File: src/rtl/arb4_rr_b16_if.sv
// arb4_rr_b16_if: four producer beats in, one valid/ready channel out, grant status back
interface arb4_rr_b16_if;
  logic [3:0]  req;
  logic [3:0]  last;
  logic [15:0] d0;
  logic [15:0] d1;
  logic [15:0] d2;
  logic [15:0] d3;
  logic [3:0]  gnt;
  logic [1:0]  sel;
  logic        out_valid;
  logic [15:0] out_data;
  logic        out_last;
  logic        out_ready;
  logic [3:0]  ack;
  logic        busy;
  modport master (
    output req, last, d0, d1, d2, d3, out_ready,
    input  gnt, sel, out_valid, out_data, out_last, ack, busy
  );
  modport slave (
    input  req, last, d0, d1, d2, d3, out_ready,
    output gnt, sel, out_valid, out_data, out_last, ack, busy
  );
endinterface

File: src/rtl/arb4_rr_b16.sv
// arb4_rr_b16: round-robin packet arbiter for four 16-bit producers with a burst cap
module arb4_rr_b16 #(
  parameter int MAX_BURST = 16,
  parameter int CNT_W     = 8
) (
  input logic          clk,
  input logic          rst_n,
  arb4_rr_b16_if.slave bus
);
  typedef enum logic {IDLE, GRANTED} state_t;
  state_t           state_q, state_d;
  logic [1:0]       sel_q, sel_d, ptr_q, ptr_d, base, pick;
  logic [3:0]       gnt_q, gnt_d;
  logic [CNT_W-1:0] cnt_q, cnt_d;
  logic             busy, xfer, rel;
  assign busy          = state_q == GRANTED;
  assign bus.busy      = busy;
  assign bus.gnt       = gnt_q;
  assign bus.sel       = sel_q;
  assign bus.out_valid = bus.req[sel_q] & busy;
  assign bus.out_data  = sel_q == 2'd0 ? bus.d0 : sel_q == 2'd1 ? bus.d1 : sel_q == 2'd2 ? bus.d2 : bus.d3;
  assign bus.out_last  = (bus.last[sel_q] | cnt_q == CNT_W'(MAX_BURST - 1)) & busy;
  assign xfer          = bus.out_valid & bus.out_ready;
  assign bus.ack       = gnt_q & {4{xfer}};
  // a grant ends on its last (or capped) beat, or when the owner withdraws req without transferring
  assign rel           = busy & ((xfer & bus.out_last) | ~bus.req[sel_q]);
  // rotating priority search: at release the order already starts after the outgoing owner
  always_comb begin
    base = busy ? sel_q + 2'd1 : ptr_q;
    pick = '0;
    for (int k = 3; k >= 0; k--)
      if (bus.req[2'(base + 2'(k))]) pick = 2'(base + 2'(k));
  end
  // grant FSM: claim, count beats, release and re-arbitrate in the same edge
  always_comb begin
    state_d = state_q;
    sel_d   = sel_q;
    ptr_d   = ptr_q;
    cnt_d   = cnt_q;
    if (!busy) begin
      if (|bus.req) begin
        state_d = GRANTED;
        sel_d   = pick;
        cnt_d   = '0;
      end
    end else if (rel) begin
      ptr_d   = sel_q + 2'd1;
      cnt_d   = '0;
      state_d = |bus.req ? GRANTED : IDLE;
      sel_d   = |bus.req ? pick : sel_q;
    end else if (xfer) begin
      cnt_d   = cnt_q + CNT_W'(1);
    end
    gnt_d = state_d == GRANTED ? 4'(1) << sel_d : 4'b0000;
  end
  // state registers with asynchronous clear
  always_ff @(posedge clk or negedge rst_n) begin
    if (!rst_n) begin
      state_q <= IDLE;
      sel_q   <= '0;
      ptr_q   <= '0;
      cnt_q   <= '0;
      gnt_q   <= '0;
    end else begin
      state_q <= state_d;
      sel_q   <= sel_d;
      ptr_q   <= ptr_d;
      cnt_q   <= cnt_d;
      gnt_q   <= gnt_d;
    end
  end
endmodule
File: src/flat_wrapper.sv
// flat-port wrapper written by rule: the top's interface ports become plain ports
module arb4_rr_b16_flat 
#(
  parameter int MAX_BURST = 16,
  parameter int CNT_W     = 8
)
  (clk, rst_n, bus_req, bus_last, bus_d0, bus_d1, bus_d2, bus_d3, bus_out_ready, bus_gnt, bus_sel, bus_out_valid, bus_out_data, bus_out_last, bus_ack, bus_busy);
  arb4_rr_b16_if bus_i ();
  input logic clk;
  input logic rst_n;
  input wire logic [$bits(bus_i.req)-1:0] bus_req;
  input wire logic [$bits(bus_i.last)-1:0] bus_last;
  input wire logic [$bits(bus_i.d0)-1:0] bus_d0;
  input wire logic [$bits(bus_i.d1)-1:0] bus_d1;
  input wire logic [$bits(bus_i.d2)-1:0] bus_d2;
  input wire logic [$bits(bus_i.d3)-1:0] bus_d3;
  input wire logic [$bits(bus_i.out_ready)-1:0] bus_out_ready;
  output wire logic [$bits(bus_i.gnt)-1:0] bus_gnt;
  output wire logic [$bits(bus_i.sel)-1:0] bus_sel;
  output wire logic [$bits(bus_i.out_valid)-1:0] bus_out_valid;
  output wire logic [$bits(bus_i.out_data)-1:0] bus_out_data;
  output wire logic [$bits(bus_i.out_last)-1:0] bus_out_last;
  output wire logic [$bits(bus_i.ack)-1:0] bus_ack;
  output wire logic [$bits(bus_i.busy)-1:0] bus_busy;
  assign bus_i.req = bus_req;
  assign bus_i.last = bus_last;
  assign bus_i.d0 = bus_d0;
  assign bus_i.d1 = bus_d1;
  assign bus_i.d2 = bus_d2;
  assign bus_i.d3 = bus_d3;
  assign bus_i.out_ready = bus_out_ready;
  assign bus_gnt = bus_i.gnt;
  assign bus_sel = bus_i.sel;
  assign bus_out_valid = bus_i.out_valid;
  assign bus_out_data = bus_i.out_data;
  assign bus_out_last = bus_i.out_last;
  assign bus_ack = bus_i.ack;
  assign bus_busy = bus_i.busy;
  arb4_rr_b16 #(.MAX_BURST(MAX_BURST), .CNT_W(CNT_W)) u_core (.clk(clk), .rst_n(rst_n), .bus(bus_i));
endmodule
File: config.mk
export PLATFORM = sky130hd
export DESIGN_NAME = arb4_rr_b16_flat
export DESIGN_NICKNAME = d
export VERILOG_FILES = /design/src/rtl/arb4_rr_b16_if.sv /design/src/rtl/arb4_rr_b16.sv /design/src/flat_wrapper.sv
export SDC_FILE = /design/constraint.sdc
export NUM_CORES = 1
export LEC_CHECK = 0
export BUFFER_PORTS_ARGS = -buffer_cell sky130_fd_sc_hd__clkbuf_2
export CORE_ASPECT_RATIO = 0.7
export CORE_MARGIN = 3
export CORE_UTILIZATION = 25
export CTS_CLUSTER_DIAMETER = 60
export CTS_CLUSTER_SIZE = 30
export DETAILED_ROUTE_END_ITERATION = 16
export PLACE_DENSITY = 0.52
export SYNTH_ARGS = -nofsm -noshare
export SYNTH_HDL_FRONTEND = slang
export SYNTH_SLANG_ARGS = --single-unit
File: constraint.sdc
create_clock -name clk -period 2.3 [get_ports clk]
set_input_delay 0.46 -clock clk [delete_from_list [all_inputs] [get_ports clk]]
set_output_delay 0.46 -clock clk [all_outputs]
set_load 0.02 [all_outputs]
==> flow_summary_export.csv, run 1 <==
group,metric,value,unit
critical_path,r2r_cells,8,
die,coreArea,0.00596,mm^2
timing,finalSetupViolCount,0,
clock_network,clk-insertion-delay-late,0.25,ns
critical_path,cp_slowest_cell,"sky130_fd_sc_hd__mux4_2",
timing,finalCritPeriodShare,98.6,%
final_layout,share_of_final_layout_standard_cells_stronger_than_drive_strength_1,49.8,%
clock_network,max-clock-path-buffers,2,
power_and_ir_drop,p_leak,0.00124,uW
synthesis,synthesis.instances,196,
clock_network,cts_made_buffers,3,
timing,pins_over_slew_limit,0,
synthesis,async_flop_share,100,%
placed_design,gp_congestion,0.789,
synthesis,syn-num-nets,275,
final_layout,layout.nets,391,
timing,max-slew-margin-rel,55.8,%
die,pin_count,104,
timing,fmax,0.441,GHz
die,dieHeight,73.0,um
critical_path,crit-reg2reg-capture,"u_core.ptr_q[1]",
outcome,run_status,"finished, final reports clean",
global_routing,number_of_antenna_violations_at_the_first_check_in_global_routing,0,
final_layout,layout.core_utilization,41.9,%
timing,layout_min_cycle_time,2.27,ns
route,drt_drc_violations_left,0,
clock_network,cts-hold-fix-buffers,0,
global_routing,track_usage,13.4,%
critical_path,worst_path_largest_cell_delay,0.52,ns
global_routing,grt_pass1_vias,1693,
final_layout,syn_to_final_growth,56.0,%
clock_network,clock_tree.root_cell,"sky130_fd_sc_hd__clkbuf_8",
power_and_ir_drop,irDropWorstVdd,0.485,mV
timing,clock-skew-final,0.00118,ns
timing,unrepaired_setup_endpoints_after_global_routing,"yes",
route,totalWireLength,5270,um
synthesis,postSynthAreaPerCell,8.17,um^2
timing,worst-slew-pin-transition,0.657,ns
critical_path,rr_startpoint,"u_core.bus.sel[0]",
critical_path,end_kind,"output pin",
synthesis,syn-cell-area,0.00160,mm^2
global_routing,gr_layer_usage_met2,20.1,%
placed_design,placedCellCount,373,
clock_network,cts-htree-levels,1,
critical_path,crit_fanout,4,
clock_network,clkSlewWorstSetupHoldPaths,0.07,ns
route,final_antenna_net_count,0,
synthesis,ys_ff_latch,17,
global_routing,grt_start_max_net_pins,33,
die,count_of_standard_cell_rows,23,
timing,final-hold-violation-count,0,
critical_path,critPathTopFamily,"multiplexers",
global_routing,grt_first_pass_wirelength,8030,um
critical_path,cp_common_cell,"sky130_fd_sc_hd__buf_4",
route,drt-initial-drc-count,99,
synthesis,ys.flop_type,"sky130_fd_sc_hd__dfrtp_1",
synthesis,yosysWarnings,0,
synthesis,share_of_the_yosys_chip_area_belonging_to_registers,26.6,%
run,max-cap-violations,0,
global_routing,gr-total-overflow,0,
critical_path,critPathKind,"register to output pin",
global_routing,global_route.usage.met1,19.7,%
power_and_ir_drop,total_power,3270,uW
critical_path,critical_path_arrival,1.81,ns
timing,final_setup_margin,0.0332,ns
critical_path,cell_chain_of_the_critical_path,"buf_6 > buf_4 > mux4_2 > a21oi_4 > nor2b_1 > buf_4",
synthesis,synth_edf_count,0,
final_layout,n_antenna_cell,0,
global_routing,gr-max-usage-layer,"met2",
clock_network,cts.sink_count,17,
clock_network,clock_tree_from_tritoncts,"yes",
final_layout,layout_cells_excl_fill,386,
critical_path,cp_bufs_invs,3,
critical_path,worstSetupStartpointType,"register",
critical_path,worst-r2r-setup-slack,0.17,ns
placed_design,hpwlAfterDp,4220,um
synthesis,post_synth_num_cell_types,44,
route,vias_after_detailed_routing,1846,
placed_design,portbufs,103,
global_routing,use_met3,3.53,%
placed_design,place_ws,0.190,ns
die,fp.dieArea,0.00742,mm^2
critical_path,endpoint_required_time_on_the_critical_path,1.84,ns
route,dr.pass1.iters,4,
route,wl_per_cell,13.7,um
power_and_ir_drop,p_per_area,1310,mW/mm^2
die,chip_width,102,um
hold_path,hold_path.class,"input pin to async pin",
die,initial_utilization,26.9,%
route,viasPerCell,4.78,
## cell type report
class / instances / area (um^2)
Fill cell: 566 / 3460
Clock buffer: 4 / 45.0
Timing Repair Buffer: 121 / 728
Sequential cell: 17 / 425
Tap cell: 75 / 93.8
Inverter: 9 / 33.8
Multi-Input combinational cell: 160 / 1170
## worst register-to-register path: stages (launching register included)
cell and delay, ns:
sky130_fd_sc_hd__dfrtp_1 0.40, sky130_fd_sc_hd__buf_6 0.13, sky130_fd_sc_hd__buf_4 0.12, sky130_fd_sc_hd__mux4_2 0.52
sky130_fd_sc_hd__a21oi_4 0.17, sky130_fd_sc_hd__buf_4 0.18, sky130_fd_sc_hd__o21ai_2 0.05, sky130_fd_sc_hd__and2_4 0.16
sky130_fd_sc_hd__mux2_4 0.28
## where the power goes
| group | internal, uW | switching (uW) | leakage, uW |
|---|---|---|---|
| Clock | 123 | 102 | 0.0000228 |
| Combinational | 1150 | 1470 | 0.000998 |
| Sequential | 376 | 56.9 | 0.000219 |
| Total | 1650 | 1620 | 0.00124 |
## Yosys cell counts, types with 5 or more instances
cell,count,area (um^2)
sky130_fd_sc_hd__nor2_1,19,71.3
sky130_fd_sc_hd__o21ai_0,20,100
sky130_fd_sc_hd__inv_1,9,33.8
sky130_fd_sc_hd__clkbuf_1,7,26.3
sky130_fd_sc_hd__nand2_1,19,71.3
sky130_fd_sc_hd__mux2i_1,18,180
sky130_fd_sc_hd__o21ai_1,5,25.0
sky130_fd_sc_hd__dfrtp_1,17,425
sky130_fd_sc_hd__and3_1,6,37.5
sky130_fd_sc_hd__a21oi_1,18,90.1
## placed cells by master, fill, tap and decap left out, types with 4 or more instances in the layout
cell type and instances:
sky130_fd_sc_hd__a21oi_1 17, sky130_fd_sc_hd__and3_4 4, sky130_fd_sc_hd__buf_4 14, sky130_fd_sc_hd__buf_6 6, sky130_fd_sc_hd__clkbuf_2 97, sky130_fd_sc_hd__dfrtp_1 17
sky130_fd_sc_hd__inv_1 8, sky130_fd_sc_hd__mux2i_1 17, sky130_fd_sc_hd__nand2_1 19, sky130_fd_sc_hd__nor2_1 19, sky130_fd_sc_hd__nor2b_1 4, sky130_fd_sc_hd__nor4_1 4
sky130_fd_sc_hd__o21ai_0 4, sky130_fd_sc_hd__o21ai_1 11, sky130_fd_sc_hd__o21ai_2 11
## cells by family (layout without fill, tap and decap cells)
kind of cell	Yosys count	in the layout	synth area share, %
buffers and inverters	19	134	5.08
multiplexers	22	22	15.9
flip-flops	17	17	26.6
AND/OR/NAND/NOR	67	67	21.7
AO/OA/AOI/OAI	67	67	27.6
adder cells (fa/ha/maj)	4	4	3.13
## routing by layer
layer,vias to the layer above,wire length [um]
li1,953,-
met1,817,2450
met2,70,2300
met3,6,472
met4,0,50
met5,-,0
## through the flow
stage | hold WS (ns) | TNS, ns | cell area [um^2]
floorplan | 0.164 | 0 | 1640
global placement | 0.424 | 0 | 2290
detailed placement | 0.427 | 0 | 2290
CTS | 0.151 | -0.215 | 2360
global route | 0.163 | -0.189 | 2500
finish | 0.135 | 0 | 2500
## state kept, by name, indices dropped and copies added, names as in the netlist
signal,cells
u_core.bus.sel,2
u_core.ptr_q,2
u_core.bus.busy,1
u_core.bus.gnt,4
u_core.cnt_q,8
## worst max-delay path by stage
stage / slack, ns / from / depth (start not counted) / endpoint
3_3_place_gp: 0.21 / bus_req[2] / 5 / bus_ack[1]
3_5_place_dp: 0.19 / bus_req[2] / 5 / bus_ack[1]
5_1_grt: -0.05 / u_core.bus.sel[0] / 6 / bus_out_last
4_1_cts: -0.03 / u_core.bus.sel[0] / 8 / bus_out_data[15]
2_1_floorplan: 0.03 / u_core.bus.sel[0] / 8 / bus_out_data[10]
6_report: 0.03 / u_core.bus.sel[0] / 6 / bus_out_last
## repair_timing
item / in CTS / in global routing
pin swaps: 0 / 2
buffers inserted: 3 / 5
gates cloned: 0 / 1
gates resized for setup: 0 / 26
endpoints found under the setup margin: 19 / 21
Power figures use the tool's default switching activity.
==> inputs of run 2 (changes only) <==
- CORE_ASPECT_RATIO: 0.7 -> 1.5
==> run 2 against run 1 <==
  * Non-clock buffer count unchanged
  * Total power shrank 0.81%
  * Clock power is essentially flat
  * Critical path type unchanged
  * Worst setup slack better by 0.019 ns
  * Register-to-register slack gained 0.04 ns
  * Count of clock-buffer cells in the layout shrank 1
  * Design area fell by 0.35%
  * Global-route usage is 0.050 points higher
  * Cell count is 0.26% lower
  * Sequential power is 2% higher
==> flow_summary_export.csv, run 2 (synthesis gave the netlist of run 1 again) <==
group,metric,value,unit
final_layout,regMostFlops,"u_core.cnt_q",
global_routing,global_route.usage.met1,15.9,%
final_layout,fillerInstances,629,
clock_network,clk-insertion-delay-late,0.25,ns
final_layout,area_used_by_multi_input_combinational_logic,0.00117,mm^2
final_layout,syn_to_final_growth,55.5,%
final_layout,largest_register_ffs,8,
placed_design,placedCellCount,373,
timing,pins_over_slew_limit,0,
hold_path,hold_path.class,"input pin to async pin",
route,vias_after_detailed_routing,1883,
placed_design,hpwlAfterDp,4260,um
route,totalWireLength,5450,um
global_routing,grt_first_pass_wirelength,8070,um
timing,hold_ws,0.141,ns
die,coreArea,0.00617,mm^2
die,chip_width,71.4,um
final_layout,area.sequential,425,um^2
power_and_ir_drop,p_leak,0.00125,uW
power_and_ir_drop,p_per_area,1300,mW/mm^2
timing,layout_min_cycle_time,2.25,ns
route,dr.pass1.iters,4,
die,dieHeight,104,um
timing,worst-slew-pin-transition,0.455,ns
clock_network,cts-hold-fix-buffers,0,
clock_network,clock_tree_from_tritoncts,"yes",
timing,unrepaired_setup_endpoints_after_global_routing,"yes",
global_routing,number_of_antenna_violations_at_the_first_check_in_global_routing,0,
route,drt-initial-drc-count,63,
outcome,run_status,"finished, final reports clean",
timing,fmax,0.445,GHz
critical_path,worstSetupStartpointType,"register",
timing,finalSetupViolCount,0,
timing,max-slew-margin-rel,69.7,%
route,viasPerCell,4.89,
die,initial_utilization,25.9,%
run,max-cap-violations,0,
global_routing,gr-total-overflow,0,
global_routing,gr_layer_usage_met2,23.9,%
final_layout,share_of_final_layout_standard_cells_stronger_than_drive_strength_1,49.8,%
critical_path,critical_path_arrival,1.79,ns
critical_path,cp_common_cell,"sky130_fd_sc_hd__buf_6",
final_layout,n_antenna_cell,0,
final_layout,mostFrequentLayoutCell,"sky130_fd_sc_hd__clkbuf_2",
critical_path,cp_bufs_invs,2,
global_routing,gr-max-usage-layer,"met2",
route,drt_drc_violations_left,0,
die,pin_count,104,
die,fp.dieArea,0.00742,mm^2
global_routing,grt_pass1_vias,1662,
clock_network,cts-htree-levels,1,
critical_path,crit_fanout,7,
global_routing,track_usage,13.4,%
timing,final-hold-violation-count,0,
die,count_of_standard_cell_rows,35,
critical_path,cp_slowest_cell,"sky130_fd_sc_hd__mux4_2",
clock_network,clock_tree.root_cell,"sky130_fd_sc_hd__clkbuf_8",
final_layout,commonest_cells_after_routing_fill_and_taps_aside,"sky130_fd_sc_hd__clkbuf_2, sky130_fd_sc_hd__nor2_1, sky130_fd_sc_hd__nand2_1",
clock_network,cts.sink_count,17,
placed_design,gp_congestion,0.782,
critical_path,path_depth,5,
clock_network,max-clock-path-buffers,2,
clock_network,clkSlewWorstSetupHoldPaths,0.07,ns
power_and_ir_drop,irDropWorstVdd,0.593,mV
timing,finalCritPeriodShare,97.7,%
route,final_antenna_net_count,0,
critical_path,cell_chain_of_the_critical_path,"buf_6 > mux4_2 > and2_4 > and3_1 > buf_6",
timing,clock-skew-final,0.00170,ns
critical_path,critPathKind,"register to output pin",
clock_network,cts_made_buffers,3,
placed_design,portbufs,103,
global_routing,use_met3,2.51,%
critical_path,worst_path_largest_cell_delay,0.52,ns
final_layout,layout_cells_excl_fill,385,
critical_path,critPathTopFamily,"multiplexers",
route,wl_per_cell,14.2,um
critical_path,r2r_cells,8,
critical_path,end_kind,"output pin",
final_layout,layout.nets,391,
global_routing,grt_start_max_net_pins,33,
critical_path,endpoint_required_time_on_the_critical_path,1.84,ns
-- run 2: cell count changes in the layout (fill, tap and decap cells not counted) --
cell                       before  now
sky130_fd_sc_hd__a21oi_1       17   16
sky130_fd_sc_hd__a21oi_2        1    2
sky130_fd_sc_hd__and3_1         2    4
sky130_fd_sc_hd__and3_4         4    2
sky130_fd_sc_hd__buf_4         14   13
sky130_fd_sc_hd__clkbuf_1       1    0
sky130_fd_sc_hd__clkbuf_2      97   98
sky130_fd_sc_hd__clkinv_2       0    1
-- run 2: metrics by stage --
stage | total power, uW | cell area (um^2) | setup slack (ns) | util [%] | TNS (ns)
finish | 3250 | 2490 | 0.0519 | 40.3 | 0
global route | 3520 | 2490 | -0.0100 | 40.3 | -0.0279
global placement | 2830 | 2300 | 0.218 | 37.2 | 0
CTS | 3090 | 2360 | -0.00300 | 38.2 | -0.00675
floorplan | 2100 | 1640 | 0.0315 | - | 0
detailed placement | 2830 | 2300 | 0.196 | 37.2 | 0
-- run 2: what timing repair did --
item                                    in CTS  in global routing
endpoints found under the setup margin       6                 18
gates cloned                                 0                  1
pin swaps                                    1                  0
gates resized for setup                      3                 20
setup buffers                                1                  6
-- run 2: per-layer routing --
layer	share of wire, %	vias to the layer above
li1	-	956
met1	40	837
met2	50	85
met3	8.9	5
met4	1.1	0
met5	0	-
-- run 2: final timing paths --
path | startpoint | endpoint | slack, ns
worst min register to register | u_core.cnt_q[7] | u_core.cnt_q[7] | 0.51
max in group asynchronous | rst_n | u_core.ptr_q[1] | 1.84
worst min-delay path | rst_n | u_core.cnt_q[5] | 0.14
min in group clk | u_core.cnt_q[7] | u_core.cnt_q[7] | 0.51
worst max register to register | u_core.bus.sel[0] | u_core.ptr_q[1] | 0.21
worst max-delay path | u_core.bus.sel[0] | bus_ack[0] | 0.05
-- run 2: layout make-up --
type                            instances  area share [%]
Multi-Input combinational cell        160            46.8
Timing Repair Buffer                  121            29.1
Inverter                                9            1.36
Tap cell                               74            3.72
Sequential cell                        17            17.1
Clock buffer                            3            1.66
Clock inverter                          1           0.201
-- run 2: report_power, final --
part / internal (uW) / switching (uW)
Combinational: 1130 / 1450
Clock: 120 / 108
Sequential: 376 / 66.5
Total: 1620 / 1620
-- run 2: worst register-to-register path, cell delays in order, from the launching register on --
cell and delay (ns):
sky130_fd_sc_hd__dfrtp_1 0.38, sky130_fd_sc_hd__buf_6 0.14, sky130_fd_sc_hd__buf_4 0.11, sky130_fd_sc_hd__mux4_2 0.53, sky130_fd_sc_hd__a21oi_4 0.14, sky130_fd_sc_hd__buf_4 0.17, sky130_fd_sc_hd__o21ai_2 0.06, sky130_fd_sc_hd__and2_4 0.17
sky130_fd_sc_hd__mux2_4 0.29
